$ cat src/rtl/multicycle_control_pkg.sv
// Shared encodings for the multicycle control FSM.
// The ALU op and opcode/funct constants are shared with the datapath ALU.
package multicycle_control_pkg;

  localparam logic [5:0] OP_RTYPE = 6'h00;
  localparam logic [5:0] OP_J     = 6'h02;
  localparam logic [5:0] OP_JAL   = 6'h03;
  localparam logic [5:0] OP_BEQ   = 6'h04;
  localparam logic [5:0] OP_BNE   = 6'h05;
  localparam logic [5:0] OP_ADDI  = 6'h08;
  localparam logic [5:0] OP_XORI  = 6'h0e;
  localparam logic [5:0] OP_LW    = 6'h23;
  localparam logic [5:0] OP_SW    = 6'h2b;

  localparam logic [5:0] FN_JR  = 6'h08;
  localparam logic [5:0] FN_ADD = 6'h20;
  localparam logic [5:0] FN_SUB = 6'h22;
  localparam logic [5:0] FN_SLT = 6'h2a;

  typedef enum logic [2:0] {
    ALU_ADD = 3'd0,
    ALU_SUB = 3'd1,
    ALU_XOR = 3'd2,
    ALU_SLT = 3'd3
  } alu_op_e;

  typedef enum logic [3:0] {
    C_LW, C_SW, C_R, C_JR, C_I,
    C_BEQ, C_BNE, C_J, C_JAL, C_ILL
  } iclass_e;

  typedef enum logic [3:0] {
    S_FETCH     = 4'd0,
    S_DECODE    = 4'd1,
    S_MEM_ADDR  = 4'd2,
    S_MEM_READ  = 4'd3,
    S_MEM_WB    = 4'd4,
    S_MEM_WRITE = 4'd5,
    S_R_EXEC    = 4'd6,
    S_R_WB      = 4'd7,
    S_I_EXEC    = 4'd8,
    S_I_WB      = 4'd9,
    S_BRANCH    = 4'd10,
    S_JUMP      = 4'd11,
    S_JAL       = 4'd12,
    S_JR        = 4'd13,
    S_HALT      = 4'd14
  } state_e;

endpackage

$ cat src/rtl/instr_decode.sv
// Combinational opcode/funct classifier.
// Gives instruction class, ALU op for R/I types and an illegal flag.
module instr_decode
  import multicycle_control_pkg::*;
(
  input  logic [5:0] opcode,
  input  logic [5:0] funct,
  output iclass_e    cls,
  output alu_op_e    alu_op,
  output logic       imm_zext,
  output logic       illegal
);

  logic is_r;

  assign is_r = (opcode == OP_RTYPE);

  always_comb begin
    cls      = C_ILL;
    alu_op   = ALU_ADD;
    imm_zext = 1'b0;
    unique case (1'b1)
      (opcode == OP_LW):   cls = C_LW;
      (opcode == OP_SW):   cls = C_SW;
      (is_r && funct == FN_ADD): cls = C_R;
      (is_r && funct == FN_SUB): begin
        cls    = C_R;
        alu_op = ALU_SUB;
      end
      (is_r && funct == FN_SLT): begin
        cls    = C_R;
        alu_op = ALU_SLT;
      end
      (is_r && funct == FN_JR): cls = C_JR;
      (opcode == OP_ADDI): cls = C_I;
      (opcode == OP_XORI): begin
        cls      = C_I;
        alu_op   = ALU_XOR;
        imm_zext = 1'b1;
      end
      (opcode == OP_BEQ):  cls = C_BEQ;
      (opcode == OP_BNE):  cls = C_BNE;
      (opcode == OP_J):    cls = C_J;
      (opcode == OP_JAL):  cls = C_JAL;
      default:             cls = C_ILL;
    endcase
  end

  assign illegal = (cls == C_ILL);

endmodule

$ cat src/rtl/multicycle_control.sv
// Multicycle control FSM for the single-memory CPU datapath.
// Outputs are state decodes, forced to zero while reset is held.
module multicycle_control
  import multicycle_control_pkg::*;
#(
  parameter int COUNT_W = 32
) (
  input  logic               clk,
  input  logic               reset,
  input  logic [5:0]         opcode,
  input  logic [5:0]         funct,
  input  logic               zero,
  input  logic               mem_ready,
  output logic               mem_req,
  output logic               mem_we,
  output logic               iord,
  output logic               ir_we,
  output logic               pc_we,
  output logic [1:0]         pc_src,
  output logic               alu_src_a,
  output logic [1:0]         alu_src_b,
  output logic               imm_zext,
  output logic [2:0]         alu_op,
  output logic               reg_we,
  output logic [1:0]         reg_dst,
  output logic [1:0]         mem_to_reg,
  output logic               instr_done,
  output logic [COUNT_W-1:0] instr_count,
  output logic               error
);

  state_e  state, state_nxt;
  iclass_e cls;
  alu_op_e dec_alu_op;
  logic    dec_zext;
  logic    dec_illegal;

  instr_decode u_dec (
    .opcode   (opcode),
    .funct    (funct),
    .cls      (cls),
    .alu_op   (dec_alu_op),
    .imm_zext (dec_zext),
    .illegal  (dec_illegal)
  );

  always_ff @(posedge clk or negedge reset) begin
    if (!reset) begin
      state       <= S_FETCH;
      instr_count <= '0;
    end else begin
      state <= state_nxt;
      if (instr_done)
        instr_count <= instr_count + COUNT_W'(1);
    end
  end

  always_comb begin
    state_nxt  = state;
    mem_req    = 1'b0;
    mem_we     = 1'b0;
    iord       = 1'b0;
    ir_we      = 1'b0;
    pc_we      = 1'b0;
    pc_src     = 2'd0;
    alu_src_a  = 1'b0;
    alu_src_b  = 2'd0;
    imm_zext   = 1'b0;
    alu_op     = ALU_ADD;
    reg_we     = 1'b0;
    reg_dst    = 2'd0;
    mem_to_reg = 2'd0;
    instr_done = 1'b0;
    error      = 1'b0;
    unique case (state)
      S_FETCH: begin
        mem_req   = 1'b1;
        alu_src_b = 2'd1;
        if (mem_ready) begin
          ir_we     = 1'b1;
          pc_we     = 1'b1;
          state_nxt = S_DECODE;
        end
      end
      S_DECODE: begin
        alu_src_b = 2'd3;
        unique case (cls)
          C_LW, C_SW:   state_nxt = S_MEM_ADDR;
          C_R:          state_nxt = S_R_EXEC;
          C_JR:         state_nxt = S_JR;
          C_I:          state_nxt = S_I_EXEC;
          C_BEQ, C_BNE: state_nxt = S_BRANCH;
          C_J:          state_nxt = S_JUMP;
          C_JAL:        state_nxt = S_JAL;
          default:      state_nxt = S_HALT;
        endcase
      end
      S_MEM_ADDR: begin
        alu_src_a = 1'b1;
        alu_src_b = 2'd2;
        state_nxt = (cls == C_LW) ? S_MEM_READ : S_MEM_WRITE;
      end
      S_MEM_READ: begin
        mem_req = 1'b1;
        iord    = 1'b1;
        if (mem_ready) state_nxt = S_MEM_WB;
      end
      S_MEM_WB: begin
        reg_we     = 1'b1;
        mem_to_reg = 2'd1;
        instr_done = 1'b1;
        state_nxt  = S_FETCH;
      end
      S_MEM_WRITE: begin
        mem_req = 1'b1;
        mem_we  = 1'b1;
        iord    = 1'b1;
        if (mem_ready) begin
          instr_done = 1'b1;
          state_nxt  = S_FETCH;
        end
      end
      S_R_EXEC: begin
        alu_src_a = 1'b1;
        alu_op    = dec_alu_op;
        state_nxt = S_R_WB;
      end
      S_R_WB: begin
        reg_we     = 1'b1;
        reg_dst    = 2'd1;
        instr_done = 1'b1;
        state_nxt  = S_FETCH;
      end
      S_I_EXEC: begin
        alu_src_a = 1'b1;
        alu_src_b = 2'd2;
        alu_op    = dec_alu_op;
        imm_zext  = dec_zext;
        state_nxt = S_I_WB;
      end
      S_I_WB: begin
        reg_we     = 1'b1;
        instr_done = 1'b1;
        state_nxt  = S_FETCH;
      end
      S_BRANCH: begin
        alu_src_a  = 1'b1;
        alu_op     = ALU_SUB;
        pc_src     = 2'd1;
        pc_we      = (cls == C_BNE) ? ~zero : zero;
        instr_done = 1'b1;
        state_nxt  = S_FETCH;
      end
      S_JUMP: begin
        pc_we      = 1'b1;
        pc_src     = 2'd2;
        instr_done = 1'b1;
        state_nxt  = S_FETCH;
      end
      S_JAL: begin
        pc_we      = 1'b1;
        pc_src     = 2'd2;
        reg_we     = 1'b1;
        reg_dst    = 2'd2;
        mem_to_reg = 2'd2;
        instr_done = 1'b1;
        state_nxt  = S_FETCH;
      end
      S_JR: begin
        pc_we      = 1'b1;
        pc_src     = 2'd3;
        instr_done = 1'b1;
        state_nxt  = S_FETCH;
      end
      S_HALT: begin
        error = 1'b1;
      end
      default: state_nxt = S_FETCH;
    endcase
    // FETCH is the reset state but must not request memory until release
    if (!reset) begin
      mem_req    = 1'b0;
      mem_we     = 1'b0;
      iord       = 1'b0;
      ir_we      = 1'b0;
      pc_we      = 1'b0;
      pc_src     = 2'd0;
      alu_src_a  = 1'b0;
      alu_src_b  = 2'd0;
      imm_zext   = 1'b0;
      alu_op     = ALU_ADD;
      reg_we     = 1'b0;
      reg_dst    = 2'd0;
      mem_to_reg = 2'd0;
      instr_done = 1'b0;
      error      = 1'b0;
    end
  end

  logic unused_illegal;
  assign unused_illegal = dec_illegal;

endmodule

$ cat config.mk
export PLATFORM = sky130hd
export DESIGN_NAME = multicycle_control
export DESIGN_NICKNAME = d
export VERILOG_FILES = /design/src/rtl/multicycle_control_pkg.sv /design/src/rtl/instr_decode.sv /design/src/rtl/multicycle_control.sv
export SDC_FILE = /design/constraint.sdc
export NUM_CORES = 1
export LEC_CHECK = 0
export CELL_PAD_IN_SITES_DETAIL_PLACEMENT = 2
export CELL_PAD_IN_SITES_GLOBAL_PLACEMENT = 2
export CORE_UTILIZATION = 35
export CTS_CLUSTER_DIAMETER = 150
export DETAILED_ROUTE_END_ITERATION = 8
export DONT_BUFFER_PORTS = 1
export PLACE_DENSITY_LB_ADDON = 0.1
export REMOVE_ABC_BUFFERS = 1
export SLEW_MARGIN = 40
export SYNTH_ARGS = -nofsm -noshare
export SYNTH_HDL_FRONTEND = slang
export SYNTH_SLANG_ARGS = --single-unit
$ cat constraint.sdc
create_clock -name clk -period 2.4 [get_ports clk]
set_clock_uncertainty 0.2 [all_clocks]
set_input_delay 0.36 -clock clk [delete_from_list [all_inputs] [get_ports clk]]
set_output_delay 0.36 -clock clk [all_outputs]
set_load 0.1 [all_outputs]
==> metrics <==
status finished, violations left; failing checks DRC; Fmax roughly 0.42 GHz; final hold slack ~0.069 ns; Max-slew headroom 54.6%; Area after DPL between 3000 and 4000 µm²; Post-synth top cells dfrtp_1, xnor2_1, nand3_1, nand2_1, nor2_1; worst min path class in2reg; CP bufs+invs 1; I/O Buffers 0; global-route wire length before repair roughly 14,000 µm; wire per inst ~24 µm; Die Area between 7000 and 8000 µm²; I/O pins slightly below 70; share of cells above drive strength 1 about 37%; largest area contributor in the netlist dfrtp_1; clk buf depth 2; Worst-path clk slew about 0.070 ns; switching share of power 53.0%; crit path time final 2.39 ns; Sequential Power Share ~22%; RSZ-0062 raised after global routing yes; Worst-Margin Slew slightly below 0.7 ns; drt via density a little under 6; Starting Density a little under two fifths; Cells after Synth 267; WP depth 6; post-synthesis register bit count 36; top cell family by delay on the critical path compound AO/OA/AOI/OAI gates; R2R cell count 8; combinational fraction of design power around 66%; post-route cell area between 3000 and 4000 µm²; hpwl dp roughly 5900 µm; count leader, synth dfrtp_1; Tot Pwr about 3600 µW; row cnt 29; CTS sink count 36; initial antenna violation count 0; vias in the first global route around 2,600; Mapped Area approximately 2400 µm²; CTS tree done; largest net degree at the start of global routing 37; Fin. Hold Viols 0; Leak between 0.001 and 0.0015 µW; Post-synth EDFFs 0; Max Cap Viol 0; drt drc 10; post-layout util approximately 55%; initial drt markers about 140; final setup violation count 0; Worst path slowest cell dfrtp_2; crit start category register; clock tree root driver cell clkbuf_8; core area roughly 6500 µm²; final critical-path share of the clock period around 100%; Switching Power about 1900 µW; synthesized area per cell 8.88 µm²; critical path peak fanout 3; Synth warnings 0; Synth cell types 54; GRT Resource Usage Total about a quarter; antenna-violating nets left 0; die width roughly 84 µm; # diodes 0; CP required between 1.5 and 2 ns; biggest cell delay along the critical path 0.44 ns; via count approximately 2,400; Internal Power about 1700 µW; clk_lat worst skew 0.30 ns; critical path type reg2out; pwr dens between 1000 and 1500 nW/µm²; GRT overflow 0; sum of negative setup slack 0 ns; H-tree depth 2; CTS buffer count 5; VDD IR-drop max 858 µV; sequential-to-total area share from yosys stat between 30% and 40%; CP Capture Type output port; Synth Flop Type dfrtp_1; synthesis-to-layout area growth 48.8%; Placer Congestion around 0.74; Clk network pwr share 12.1%; WL final 9840 µm; hold depth 2; critical path, cell by cell nor2_1 -> nand2_1 -> o21ai_2 -> nand2b_1 -> a221oi_4 -> buf_12; Pre-antenna DRT Iters 6; Nets between 300 and 400; Arr. time, crit path between 1.5 and 2 ns; die height 84.3 µm; async set-reset flop share out of synthesis 100%; post-synth top area share around 38%; Area contributors post-synth dfrtp_1, xnor2_1, nand3_1; Slew Viols, Final 0
cell families after synthesis:
kind of cell	Yosys count	synth area share [%]
compound gates	32	9.87
xor+xnor	37	13.7
fa+ha+maj	1	0.528
buf+inv	25	5.33
flops	36	38.0
mux	4	1.79
other cells	1	0.158
simple gates	131	30.7
layer usage:
metal	up-vias	track usage [%]	share of wire [%]
met1	1249	32.0	43
met4	0	6.43	2.0
li1	1068	-	-
met5	-	0	0
met3	20	5.01	4.1
met2	72	43.1	51
placed cells by master, fill, tap and decap left out, types with 4 or more instances in the layout:
cell       Yosys  final
nor2_1        18     12
buf_12         0     11
dfrtp_1       36     32
o21ai_0        8      7
xnor2_1       34     34
nand3_1       23     23
nand2b_1       6      5
clkbuf_16      0     10
and3_1         7      7
and2_1         5      5
nor3_1         9      4
nand4_1       14     14
dfrtp_2        0      4
nand2_1       21     19
nor3_2         0      4
nor2b_1        6      5
buf_4          4     53
inv_1          5      5
clkbuf_8       0      5
nor2_2         1      6
nand3b_1       4      4
state kept, by name (all words and copies together), names as in the netlist:
signal,cells
state,4
instr_count,32
final timing paths:
path / startpoint / end / slack [ns]
max: state[3] / pc_we / 0.01
max in group asynchronous: reset / state[0] / 1.44
min reg2reg: instr_count[31] / instr_count[31] / 0.28
max reg2reg: state[3] / instr_count[16] / 0.02
min: opcode[4] / state[2] / 0.07
min in group asynchronous: reset / instr_count[20] / 0.34
cell type report:
type | count | area (µm²)
inverters | 6 | 22.5
multi-input cells | 206 | 1520
flip-flops and latches | 36 | 906
clock buffers | 6 | 72.6
well taps | 77 | 96.3
clock inverters | 1 | 5.00
repair buffers | 76 | 906
fillers | 633 | 2930
what timing repair did:
action | 4_1_cts | 5_1_grt
pin swaps | 2 | 7
endpoints found under the hold margin | 36 | 0
gates resized for setup | 7 | 11
cloned | 0 | 1
hold buffers | 2 | 0
setup endpoints to repair | 9 | 7
setup buffers | 6 | 2
power by group through the flow:
| stage | logic, µW | registers [µW] | clock network [µW] |
|---|---|---|---|
| after floorplan | 907 | 1100 | 0 |
| after CTS | 2160 | 758 | 424 |
| after global routing | 2450 | 786 | 460 |
| after detailed placement | 2030 | 807 | 0 |
| final | 2360 | 777 | 430 |
| after global placement | 1970 | 796 | 0 |
through the flow:
step / std cells / setup WS (ns)
2_1_floorplan: 248 / -3.78
3_3_place_gp: 390 / 0.229
3_5_place_dp: 390 / 0.0550
4_1_cts: 405 / 0.00762
5_1_grt: 408 / -0.119
6_report: 408 / 0.0118
Power figures use the tool's default switching activity.
